## src/rtl/cpu_ctrl_pkg.sv

```systemverilog
// Shared definitions for the microcode sequencer: widths, the inactive
// control word, control-word bit positions and rom_addr field layout.
package cpu_ctrl_pkg;

  localparam int STEP_BITS = 3;
  localparam int OPC_BITS  = 8;
  localparam int FLAG_BITS = 4;
  localparam int CW_WIDTH  = 32;
  localparam int ADDR_BITS = FLAG_BITS + OPC_BITS + STEP_BITS;

  localparam logic [CW_WIDTH-1:0]  CW_IDLE      = 32'h17FF58FF;
  localparam logic [STEP_BITS-1:0] IR_LOAD_STEP = 3'd1;
  localparam int RSTEP_BIT = 31;
  localparam int HLT_BIT   = 30;

  // rom_addr = {flags, ir, step}
  localparam int ADDR_STEP_LSB  = 0;
  localparam int ADDR_IR_LSB    = ADDR_STEP_LSB + STEP_BITS;
  localparam int ADDR_FLAGS_LSB = ADDR_IR_LSB + OPC_BITS;

  typedef enum logic [1:0] {
    ST_IDLE  = 2'd0,
    ST_RUN   = 2'd1,
    ST_PAUSE = 2'd2,
    ST_HALT  = 2'd3
  } state_t;

  function automatic logic [ADDR_BITS-1:0] pack_rom_addr(
    input logic [FLAG_BITS-1:0] flags,
    input logic [OPC_BITS-1:0]  ir,
    input logic [STEP_BITS-1:0] step
  );
    logic [ADDR_BITS-1:0] a;
    a = '0;
    a[ADDR_FLAGS_LSB +: FLAG_BITS] = flags;
    a[ADDR_IR_LSB    +: OPC_BITS]  = ir;
    a[ADDR_STEP_LSB  +: STEP_BITS] = step;
    return a;
  endfunction

endpackage

```

## src/rtl/microcode_sequencer_if.sv

```systemverilog
// Bundle between the sequencer, the cpu datapath and the microcode ROM.
// master = sequencer side, slave = cpu/ROM side.
interface microcode_sequencer_if;
  import cpu_ctrl_pkg::*;

  logic [OPC_BITS-1:0]  main_bus;
  logic [FLAG_BITS-1:0] flags;
  logic                 run;
  logic                 step_req;
  logic [ADDR_BITS-1:0] rom_addr;
  logic [CW_WIDTH-1:0]  rom_data;
  logic [CW_WIDTH-1:0]  control_word;
  logic                 ctrlen;
  logic [STEP_BITS-1:0] step;
  logic [OPC_BITS-1:0]  ir;
  logic                 halted;
  logic                 ucode_err;

  modport master (
    input  main_bus, flags, run, step_req, rom_data,
    output rom_addr, control_word, ctrlen, step, ir, halted, ucode_err
  );

  modport slave (
    output main_bus, flags, run, step_req, rom_data,
    input  rom_addr, control_word, ctrlen, step, ir, halted, ucode_err
  );

endinterface

```

## src/rtl/step_counter.sv

```systemverilog
// Microstep counter: synchronous clear, hold, increment with natural
// wrap; wrap flags the last step so the caller can detect overrun.
module step_counter
  import cpu_ctrl_pkg::*;
(
  input  logic                 clk,
  input  logic                 rst,
  input  logic                 clr,
  input  logic                 inc,
  output logic [STEP_BITS-1:0] count,
  output logic                 wrap
);

  // count register; clear wins over increment, otherwise hold
  always_ff @(posedge clk or posedge rst) begin
    if (rst)      count <= '0;
    else if (clr) count <= '0;
    else if (inc) count <= count + 1'b1;
  end

  assign wrap = &count;

endmodule

```

## src/rtl/microcode_sequencer.sv

```systemverilog
// Microcode sequencer: owns IR and the microstep counter, addresses the
// external microcode ROM and gates its word into the cpu.
//
// state    | meaning
// ST_IDLE  | just out of reset, outputs inactive
// ST_RUN   | stepping microcode, ROM word drives the cpu
// ST_PAUSE | stopped at an instruction boundary, outputs inactive
// ST_HALT  | HLT seen, frozen until reset
module microcode_sequencer
  import cpu_ctrl_pkg::*;
(
  input  logic                    clk,
  input  logic                    rst,
  microcode_sequencer_if.master   bus
);

  state_t               state, state_nxt;
  logic [STEP_BITS-1:0] step_q;
  logic [OPC_BITS-1:0]  ir_q;
  logic                 err_q;
  logic                 wrap, cnt_clr, cnt_inc, err_set;
  logic                 hlt, rstep;

  assign hlt   = bus.rom_data[HLT_BIT];
  assign rstep = bus.rom_data[RSTEP_BIT];

  step_counter u_step (
    .clk   (clk),
    .rst   (rst),
    .clr   (cnt_clr),
    .inc   (cnt_inc),
    .count (step_q),
    .wrap  (wrap)
  );

  // state register
  always_ff @(posedge clk or posedge rst) begin
    if (rst) state <= ST_IDLE;
    else     state <= state_nxt;
  end

  // next state and counter control; HLT outranks RSTEP, and an overrun
  // without RSTEP ends the instruction the same way but flags an error
  always_comb begin
    state_nxt = state;
    cnt_clr   = 1'b0;
    cnt_inc   = 1'b0;
    err_set   = 1'b0;
    case (state)
      ST_IDLE:  state_nxt = bus.run ? ST_RUN : ST_PAUSE;
      ST_RUN: begin
        if (hlt) begin
          state_nxt = ST_HALT;
        end else if (rstep || wrap) begin
          cnt_clr = 1'b1;
          err_set = !rstep;
          if (!bus.run) state_nxt = ST_PAUSE;
        end else begin
          cnt_inc = 1'b1;
        end
      end
      ST_PAUSE: if (bus.step_req || bus.run) state_nxt = ST_RUN;
      ST_HALT:  state_nxt = ST_HALT;
      default:  state_nxt = ST_IDLE;
    endcase
  end

  // opcode fetch: IR captures the bus at the close of the load step
  always_ff @(posedge clk or posedge rst) begin
    if (rst)                                        ir_q <= '0;
    else if (state == ST_RUN && step_q == IR_LOAD_STEP) ir_q <= bus.main_bus;
  end

  // sticky microcode overrun flag
  always_ff @(posedge clk or posedge rst) begin
    if (rst)          err_q <= 1'b0;
    else if (err_set) err_q <= 1'b1;
  end

  assign bus.rom_addr     = pack_rom_addr(bus.flags, ir_q, step_q);
  assign bus.control_word = (state == ST_RUN) ? bus.rom_data : CW_IDLE;
  assign bus.ctrlen       = (state == ST_RUN);
  assign bus.step         = step_q;
  assign bus.ir           = ir_q;
  assign bus.halted       = (state == ST_HALT);
  assign bus.ucode_err    = err_q;

endmodule
```

## src/flat_wrapper.sv

```systemverilog
// flat-port wrapper written by rule: the top's interface ports become plain ports
module microcode_sequencer_flat import cpu_ctrl_pkg::*;
  (clk, rst, bus_main_bus, bus_flags, bus_run, bus_step_req, bus_rom_data, bus_rom_addr, bus_control_word, bus_ctrlen, bus_step, bus_ir, bus_halted, bus_ucode_err);
  microcode_sequencer_if bus_i ();
  input  logic clk;
  input  logic rst;
  input wire logic [$bits(bus_i.main_bus)-1:0] bus_main_bus;
  input wire logic [$bits(bus_i.flags)-1:0] bus_flags;
  input wire logic [$bits(bus_i.run)-1:0] bus_run;
  input wire logic [$bits(bus_i.step_req)-1:0] bus_step_req;
  input wire logic [$bits(bus_i.rom_data)-1:0] bus_rom_data;
  output wire logic [$bits(bus_i.rom_addr)-1:0] bus_rom_addr;
  output wire logic [$bits(bus_i.control_word)-1:0] bus_control_word;
  output wire logic [$bits(bus_i.ctrlen)-1:0] bus_ctrlen;
  output wire logic [$bits(bus_i.step)-1:0] bus_step;
  output wire logic [$bits(bus_i.ir)-1:0] bus_ir;
  output wire logic [$bits(bus_i.halted)-1:0] bus_halted;
  output wire logic [$bits(bus_i.ucode_err)-1:0] bus_ucode_err;
  assign bus_i.main_bus = bus_main_bus;
  assign bus_i.flags = bus_flags;
  assign bus_i.run = bus_run;
  assign bus_i.step_req = bus_step_req;
  assign bus_i.rom_data = bus_rom_data;
  assign bus_rom_addr = bus_i.rom_addr;
  assign bus_control_word = bus_i.control_word;
  assign bus_ctrlen = bus_i.ctrlen;
  assign bus_step = bus_i.step;
  assign bus_ir = bus_i.ir;
  assign bus_halted = bus_i.halted;
  assign bus_ucode_err = bus_i.ucode_err;
  microcode_sequencer u_core (.clk(clk), .rst(rst), .bus(bus_i));
endmodule
```

## config.mk

```make
export PLATFORM = sky130hd
export DESIGN_NAME = microcode_sequencer_flat
export DESIGN_NICKNAME = d
export VERILOG_FILES = /design/src/rtl/cpu_ctrl_pkg.sv /design/src/rtl/microcode_sequencer_if.sv /design/src/rtl/step_counter.sv /design/src/rtl/microcode_sequencer.sv /design/src/flat_wrapper.sv
export SDC_FILE = /design/constraint.sdc
export NUM_CORES = 1
export LEC_CHECK = 0
export BUFFER_PORTS_ARGS = -buffer_cell sky130_fd_sc_hd__buf_2
export CORE_MARGIN = 4
export CORE_UTILIZATION = 30
export CTS_CLUSTER_DIAMETER = 50
export DETAILED_ROUTE_END_ITERATION = 7
export GPL_TIMING_DRIVEN = 0
export PLACE_DENSITY = 0.82
export SYNTH_ARGS = -nofsm -noshare
export SYNTH_HDL_FRONTEND = slang
export SYNTH_SLANG_ARGS = --single-unit
```

## constraint.sdc

```tcl
create_clock -name clk -period 1.4 [get_ports clk]
set_input_delay 0.28 -clock clk [delete_from_list [all_inputs] [get_ports clk]]
set_output_delay 0.28 -clock clk [all_outputs]
set_load 0.03 [all_outputs]
```

==> results of run 1 <==
-- layer usage --
| metal | GRT usage | up-vias |
|---|---|---|
| li1 | - | 552 |
| met1 | 0.182 | 559 |
| met2 | 0.347 | 59 |
| met3 | 0.0468 | 0 |
| met4 | 0.0396 | 0 |
| met5 | 0 | - |
-- final timing paths --
path,slack [ps],end,depth (start not counted)
min in group clk,230,u_core.bus.ir[6],2
worst max register to register,-130,u_core.bus.ir[3],5
worst min register to register,480,u_core.bus.ucode_err,1
worst max-delay path,-300,bus_control_word[12],5
worst min-delay path,30,u_core.bus.ucode_err,2
max in group asynchronous,970,u_core.state[0],2
-- stage by stage --
step / power, mW / instances / hold slack (ps)
2_1_floorplan: 0.876 / 98 / 169
3_3_place_gp: 1.05 / 246 / 355
3_5_place_dp: 1.06 / 246 / 360
4_1_cts: 1.38 / 263 / 48.0
5_1_grt: 1.47 / 265 / 86.8
6_report: 1.40 / 265 / 33.5
-- area by class of cell --
cell class,count,share of cell area
repair buffers,119,0.408
multi-input cells,62,0.298
flip-flops and latches,14,0.167
plain buffers,18,0.0743
well taps,44,0.0259
clock buffers,4,0.0171
inverters,4,0.00943
-- layout by cell type (no fill, tap or decap) --
cell / synthesis / routed
o21bai_1: 1 / 1
dfrtp_2: 0 / 4
buf_2: 0 / 70
ha_4: 0 / 2
a21oi_1: 3 / 2
nor3b_4: 1 / 1
nor2_2: 0 / 1
nor2_4: 0 / 2
inv_6: 0 / 1
buf_12: 0 / 1
or2b_4: 0 / 2
nor3_2: 0 / 2
o32a_2: 1 / 1
nor3_1: 3 / 1
a31o_2: 1 / 1
nand2_2: 0 / 1
clkbuf_8: 0 / 1
o31ai_2: 0 / 1
a21oi_2: 0 / 1
mux2_2: 10 / 10
buf_8: 0 / 3
dfrtp_1: 14 / 10
and2_4: 0 / 9
inv_1: 4 / 3
clkbuf_4: 0 / 3
buf_4: 15 / 27
ha_1: 3 / 1
buf_6: 0 / 36
nand2b_1: 21 / 12
o21ai_0: 1 / 1
nand2b_4: 1 / 10
-- logic make-up (layout without fill, tap and decap cells) --
logic type,Yosys count,count (layout),share of synthesized area
AO/OA/AOI/OAI,8,8,0.0573
adder cells (fa/ha/maj),3,3,0.0391
buffers and inverters,22,145,0.145
flip-flops,14,14,0.365
multiplexers,10,10,0.117
AND/OR/NAND/NOR,41,41,0.277
-- power groups by stage --
stage          clock, mW  combinational (mW)  sequential (mW)
2_1_floorplan          0               0.276            0.600
3_3_place_gp           0               0.543            0.505
3_5_place_dp           0               0.552            0.508
4_1_cts            0.304               0.573            0.504
5_1_grt            0.321               0.641            0.511
6_report           0.295               0.598            0.504
-- state kept, by name, summed over array words and instances (netlist names) --
register / cells
u_core.bus.ucode_err: 1
u_core.bus.ir: 8
u_core.state: 2
u_core.u_step.count: 3
-- critical path: cells and delay by family (launching register included) --
kind / cells / cell delay (ps)
simple gates: 2 / 420
flops: 1 / 390
buf+inv: 3 / 320
-- cell usage after synthesis, types with 2 or more instances --
cell type and instances:
nand2b_1 21, buf_4 15, dfrtp_1 14, mux2_2 10
and2_1 8, inv_1 4, a21oi_1 3, clkbuf_1 3
ha_1 3, nor2_1 3, nor3_1 3, or2b_1 2
-- what timing repair did --
item,4_1_cts,5_1_grt
hold buffers,0,0
setup buffers,13,4
pin swaps,3,7
resized for setup,76,22
setup endpoints to repair,43,46
==> flow_metrics.py, run 1 <==
metrics = {
    "outcome": {
        "status": "finished, violations left",
        "violations": "setup timing",
    },
    "placement": {
        "portBuffers": 104,
        "hpwl_um": 2560,
        "placed_cell_area_mm2": 0.00161,
        "pre_cts_ws_ps": -177,
        "gp_congestion": 0.712,
    },
    "detailed_routing": {
        "initialDrtViolationCount": 47,
        "met1_length_um": 1370,
        "drcViolationCount": 0,
        "wl_met2_um": 2330,
        "dr_total_vias": 1170,
        "firstDrtPassIters": 4,
        "wl_um": 4100,
        "routed-wl-met3_um": 394,
        "wl_per_cell_um": 15.5,
        "viasPerCell": 4.42,
        "antenna_left": 0,
        "top_layer": "met3",
    },
    "synth": {
        "yosys.area.top_type": "dfrtp_1",
        "yosysWarningCount": 0,
        "synth_area_leaders": "dfrtp_1 (36%), nand2b_1 (14%), buf_4 (12%)",
        "syn_nets": 149,
        "synth_area_um2": 961,
        "async_reset_ff_frac": 1.00,
        "synth_edf_count": 0,
        "synth_seq_area_share": 0.365,
        "avgSynthCellArea_um2": 9.81,
        "synth_cells": 98,
        "synthDominantCellAreaShare": 0.365,
        "synthFlopType": "dfrtp_1",
        "synth-seq-cells": 14,
        "yosysUniqueCellTypes": 21,
    },
    "final_layout": {
        "seqCellArea_um2": 355,
        "drive_gt1_frac": 0.860,
        "syn2layout_area_growth_pct": 121,
        "final_area_mm2": 0.00212,
        "n_fill_cell": 219,
        "antennaDiodeCount": 0,
        "final_core_util": 0.695,
        "multi_input_area_um2": 632,
        "fin_nets": 273,
    },
    "pwr": {
        "p_clk_frac": 0.211,
        "power_leakage_nw": 1.13,
        "seqPwrFrac": 0.361,
        "vdd_drop_max_mv": 0.710,
        "p_int_mw": 0.875,
        "comb_power_share": 0.428,
        "powerDensity_mw_per_mm2": 658,
        "power_switching_mw": 0.522,
        "p_sw_frac": 0.373,
    },
    "timing": {
        "fin_tns_setup_ps": -7740,
        "hold_viol": 0,
        "max_slew_margin": 0.630,
        "finalWorstSetupSlack_ps": -301,
        "fmax_mhz": 588,
        "fin_crit_sh": 1.21,
        "period_minus_slack_ps": 1700,
        "finalSetupViolCount": 42,
        "fin_skew_ps": 4.19,
        "drv_slew": 0,
        "rsz0062_at_grt": "true",
        "tightest_slew_ps": 554,
    },
    "floorplan": {
        "start_util": 0.315,
        "pin_count": 109,
        "die-height_um": 64.6,
        "core_mm2": 0.00305,
        "die_w_um": 64.6,
        "rows": 20,
        "die_area_mm2": 0.00417,
    },
    "cts": {
        "cts_max_level": 1,
        "clockBufferDepth": 2,
        "numClockSinks": 14,
        "clock_latency_ps": 280,
        "numCtsBuffers": 3,
        "cts_root_buf": "clkbuf_4",
        "clk_pin_slew_ps": 90,
        "cts_tree": "done",
    },
    "setup_path": {
        "cp-startpoint": "u_core.state[1]",
        "critPathMaxFanout": 4,
        "crit_type": "reg2out",
        "critical_path_required_ps": 1120,
        "crit_chain": "nand2b_4, inv_6, buf_8, or2b_4, buf_6",
        "cpPeakStageDelay_ps": 390,
        "cp-start-kind": "flip-flop",
        "r2r_start": "u_core.state[1]",
        "arrival_ps": 1420,
        "cp-end-kind": "output pin",
        "cpMaxStageDelayCell": "dfrtp_1",
    },
    "global_routing": {
        "grt_pass1_vias": 1135,
        "grt_max_degree": 15,
        "grt_use_total": 0.176,
        "grt_first_pass_wirelength_um": 5710,
        "grt-ovfl-total": 0,
        "antenna_found_initial": 0,
    },
    "worst_hold_path": {
        "hp-class": "in2async",
    },
    "job": {
        "drv_cap": 0,
    },
}
Note: power is estimated with default switching activity, not from simulation.
==> inputs of run 2 (changes only) <==
- CORE_ASPECT_RATIO: not set -> 1.75
==> flow_metrics.py, run 2 (synthesized netlist as in run 1, its figures left out) <==
metrics = {
    "timing": {
        "drv_slew": 0,
        "finalWorstSetupSlack_ps": -234,
        "tightest_slew_ps": 521,
        "fin_crit_sh": 1.17,
        "whs_ps": 63.5,
        "max_slew_margin": 0.652,
        "fin_skew_ps": 1.78,
        "period_minus_slack_ps": 1630,
        "fin_tns_setup_ps": -5850,
        "finalSetupViolCount": 41,
        "hold_viol": 0,
        "rsz0062_at_grt": "true",
        "fmax_mhz": 612,
    },
    "detailed_routing": {
        "wl_um": 3700,
        "drcViolationCount": 0,
        "initialDrtViolationCount": 12,
        "routed-wl-met3_um": 569,
        "dr_total_vias": 1151,
        "wl_per_cell_um": 14.2,
        "viasPerCell": 4.41,
        "antenna_left": 0,
        "met1_length_um": 1290,
        "top_layer": "met4",
        "firstDrtPassIters": 4,
        "wl_met2_um": 1820,
    },
    "placement": {
        "pre_cts_ws_ps": -212,
        "hpwl_um": 2670,
        "portBuffers": 104,
        "place_inst": 244,
        "gp_congestion": 0.732,
    },
    "pwr": {
        "power_leakage_nw": 1.16,
        "powerDensity_mw_per_mm2": 697,
        "vdd_drop_max_mv": 0.805,
    },
    "setup_path": {
        "cp-start-kind": "flip-flop",
        "cp-end-kind": "output pin",
        "crit_type": "reg2out",
        "critPathMaxFanout": 4,
        "critical_path_required_ps": 1120,
        "arrival_ps": 1350,
    },
    "final_layout": {
        "largest_reg_flops": 8,
        "syn2layout_area_growth_pct": 125,
        "drive_gt1_frac": 0.863,
        "antennaDiodeCount": 0,
        "fin_nets": 271,
        "final_core_util": 0.723,
        "final_cell_mix": "buf_2 (68), buf_6 (38), buf_4 (24)",
        "fin_cells": 261,
        "final_common_cell": "buf_2",
    },
    "global_routing": {
        "grt_first_pass_wirelength_um": 5650,
        "grt_max_degree": 15,
        "antenna_found_initial": 0,
        "grt_use_total": 0.171,
        "grt_pass1_vias": 1224,
        "grt-ovfl-total": 0,
    },
    "cts": {
        "numClockSinks": 14,
        "cts_root_buf": "clkbuf_8",
        "clock_latency_ps": 240,
        "numCtsBuffers": 3,
        "clockBufferDepth": 2,
        "cts_tree": "done",
        "clk_pin_slew_ps": 60,
        "cts_max_level": 1,
    },
    "floorplan": {
        "die_area_mm2": 0.00421,
        "die_w_um": 50.8,
        "start_util": 0.321,
        "die-height_um": 82.9,
        "pin_count": 109,
        "core_mm2": 0.00299,
        "rows": 26,
    },
    "worst_hold_path": {
        "hp-class": "in2async",
    },
    "outcome": {
        "status": "finished, violations left",
        "violations": "setup timing",
    },
    "job": {
        "drv_cap": 0,
    },
}
run 2: changes by cell type in the layout (fill, tap and decap cells not counted), moves of 2 or more:
cell      delta
clkbuf_4     -3
buf_4        -3
buf_2        -2
clkbuf_8     +4
nand2b_4     +5
buf_6        +2
nand2b_1     -5
run 2: final timing paths:
check / from / endpoint / slack (ps) / cells past startpoint
max in group asynchronous: rst / u_core.u_step.count[1] / 960 / 2
min in group clk: bus_main_bus[5] / u_core.bus.ir[5] / 270 / 2
worst min-delay path: rst / u_core.bus.ir[6] / 60 / 2
worst min register to register: u_core.bus.ucode_err / u_core.bus.ucode_err / 470 / 1
worst max-delay path: u_core.state[1] / bus_control_word[12] / -230 / 5
worst max register to register: u_core.state[1] / u_core.bus.ir[1] / -130 / 5
run 2: per-stage QoR:
stage	area (um2)	total power, mW
2_1_floorplan	1030	0.876
3_3_place_gp	1600	1.05
3_5_place_dp	1600	1.06
4_1_cts	2100	1.49
5_1_grt	2160	1.59
6_report	2160	1.51
run 2: final cells by class:
type,instances,area (um2)
sequential,14,355
clock buffer,4,55.1
tap,42,52.6
timing repair buffer,117,871
fill,225,830
inverter,4,20.0
multi-input combinational,62,653
buffer,18,156
run 2: worst max-delay path: stages (launching register included):
cell and delay (ps):
dfrtp_1 370, nand2b_4 160, inv_6 80, buf_8 100, or2b_4 260, buf_6 140
run 2: power breakdown:
group | internal, mW | leakage [nW] | switching (mW)
combinational | 0.283 | 0.957 | 0.337
sequential | 0.456 | 0.174 | 0.0498
clock | 0.249 | 0.0288 | 0.133
total | 0.988 | 1.16 | 0.520
run 2: layer usage:
| layer | up-vias | GRT usage |
|---|---|---|
| li1 | 544 | - |
| met1 | 509 | 0.189 |
| met2 | 96 | 0.301 |
| met3 | 2 | 0.0645 |
| met4 | 0 | 0.0417 |
| met5 | - | 0 |
run 2: repair_timing:
item                       CTS  global route
setup buffers               13             1
gates cloned                 1             0
hold endpoints to repair     0             0
hold buffers                 0             0
pin swaps                    3             2
setup endpoints to repair   42            46
resized for setup           88            19
==> inputs of run 3 (changes only) <==
- CORE_ASPECT_RATIO: 1.75 -> 0.75
- SKIP_LAST_GASP: not set -> 1
==> flow_metrics.py, run 3 (synthesized netlist as in run 1, its figures left out) <==
metrics = {
    "timing": {
        "max_slew_margin": 0.649,
        "hold_viol": 0,
        "tightest_slew_ps": 527,
        "whs_ps": 66.7,
        "drv_slew": 0,
        "fin_crit_sh": 1.16,
        "fmax_mhz": 615,
        "rsz0062_at_grt": "true",
        "finalWorstSetupSlack_ps": -226,
        "fin_skew_ps": 4.92,
        "period_minus_slack_ps": 1630,
        "finalSetupViolCount": 42,
    },
    "final_layout": {
        "antennaDiodeCount": 0,
        "fin_nets": 272,
        "fin_cells": 258,
        "final_cell_mix": "buf_2 (68), buf_6 (33), buf_4 (32)",
        "syn2layout_area_growth_pct": 113,
        "largest_reg_flops": 8,
        "drive_gt1_frac": 0.809,
        "final_common_cell": "buf_2",
    },
    "pwr": {
        "power_leakage_nw": 1.09,
        "powerDensity_mw_per_mm2": 709,
        "comb_power_share": 0.424,
        "p_sw_frac": 0.356,
        "p_clk_frac": 0.228,
        "power.total_mw": 1.45,
        "p_int_mw": 0.932,
        "seqPwrFrac": 0.348,
        "vdd_drop_max_mv": 0.699,
        "power_switching_mw": 0.516,
    },
    "setup_path": {
        "crit_type": "reg2out",
        "crit_chain": "nand2b_4, inv_6, buf_8, buf_6, nand2b_1, buf_4",
        "r2r_start": "u_core.state[1]",
        "arrival_ps": 1350,
        "critical_path_required_ps": 1120,
        "cpPeakStageDelay_ps": 370,
        "cpLargestDelayFamily": "buffers and inverters",
        "path_buf_inv": 4,
        "regToRegSetupSlack_ps": -110,
        "cpMaxStageDelayCell": "dfrtp_1",
        "cp-end-kind": "output pin",
        "cp-start-kind": "flip-flop",
        "timing.reg2reg.worst_path_depth": 5,
        "r2r-end": "u_core.bus.ir[5]",
        "critPathMaxFanout": 8,
    },
    "floorplan": {
        "rows": 17,
        "die_area_mm2": 0.00418,
        "die-height_um": 57.0,
        "die_w_um": 73.4,
        "start_util": 0.320,
        "pin_count": 109,
        "core_mm2": 0.00300,
    },
    "cts": {
        "cts_max_level": 1,
        "clock_latency_ps": 240,
        "cts_tree": "done",
        "numCtsBuffers": 3,
        "cts_root_buf": "clkbuf_8",
        "numClockSinks": 14,
        "clockBufferDepth": 2,
        "clk_pin_slew_ps": 60,
    },
    "outcome": {
        "status": "finished, violations left",
        "violations": "setup timing",
    },
    "detailed_routing": {
        "wl_um": 3920,
        "drcViolationCount": 0,
        "wl_per_cell_um": 15.2,
        "initialDrtViolationCount": 18,
        "antenna_left": 0,
        "dr_total_vias": 1135,
        "firstDrtPassIters": 4,
        "viasPerCell": 4.40,
    },
    "placement": {
        "gp_congestion": 0.691,
        "portBuffers": 104,
        "place_inst": 240,
        "hpwl_um": 2580,
    },
    "global_routing": {
        "grt_pass1_vias": 1114,
        "grt_first_pass_wirelength_um": 5520,
        "grt-ovfl-total": 0,
        "grt_use_total": 0.169,
        "antenna_found_initial": 0,
        "grt_max_degree": 15,
    },
    "worst_hold_path": {
        "hp-class": "in2async",
    },
    "job": {
        "drv_cap": 0,
    },
}
-- run 3: cell count changes in the layout (fill, tap and decap cells not counted), moves of 5 or more --
cell and change:
buf_4 +8, buf_6 -5, nand2b_1 +10, nand2b_4 -10
-- run 3: power by group through the flow --
stage                     Clock, mW  Combinational [mW]  Sequential (mW)
after floorplan                   0               0.276            0.600
final                         0.330               0.614            0.504
after global routing          0.361               0.653            0.512
after CTS                     0.345               0.588            0.502
after global placement            0               0.544            0.507
after detailed placement          0               0.550            0.509
-- run 3: area by class of cell --
cell class                      instances  area [um2]
Buffer                                 18         156
Timing Repair Buffer                  118         840
Multi-Input combinational cell         62         579
Fill cell                             252         957
Sequential cell                        14         354
Inverter                                4        20.0
Tap cell                               38        47.5
Clock buffer                            4        45.0
-- run 3: worst max-delay path by stage --
stage,from,end,slack (ps),cells after the start
final,u_core.state[1],bus_control_word[2],-230,6
after global routing,u_core.state[1],bus_control_word[28],-270,5
after CTS,u_core.state[1],bus_control_word[28],-230,5
after detailed placement,u_core.state[1],u_core.bus.ir[4],-180,3
after global placement,u_core.state[1],bus_control_word[12],-170,5
after floorplan,u_core.u_step.count[1],u_core.bus.ir[0],-100,4
-- run 3: worst reg2reg max path: cells and delay by family (launching register included) --
family,cells,cell delay [ps]
buf+inv,2,330
flops,1,370
mux,1,330
simple gates,2,370
-- run 3: metal layers --
metal  global-route usage  share of wire
met5                    0              0
met4               0.0491          0.021
met3               0.0581          0.092
met2                0.330           0.58
met1                0.165           0.31
-- run 3: stage by stage --
step	area, um2	setup slack, ps	TNS, ps	utilization
3_3_place_gp	1600	-167	-2070	0.533
3_5_place_dp	1600	-179	-2240	0.533
6_report	2040	-226	-6070	0.681
2_1_floorplan	1030	-95.2	-844	-
5_1_grt	2040	-274	-8460	0.681
4_1_cts	1920	-234	-6340	0.640
-- run 3: what timing repair did --
action                     in CTS  in global routing
setup endpoints to repair      42                 47
hold buffers                    0                  0
setup buffers                  12                  3
pin swaps                       4                  2
gates resized for setup        56                 33
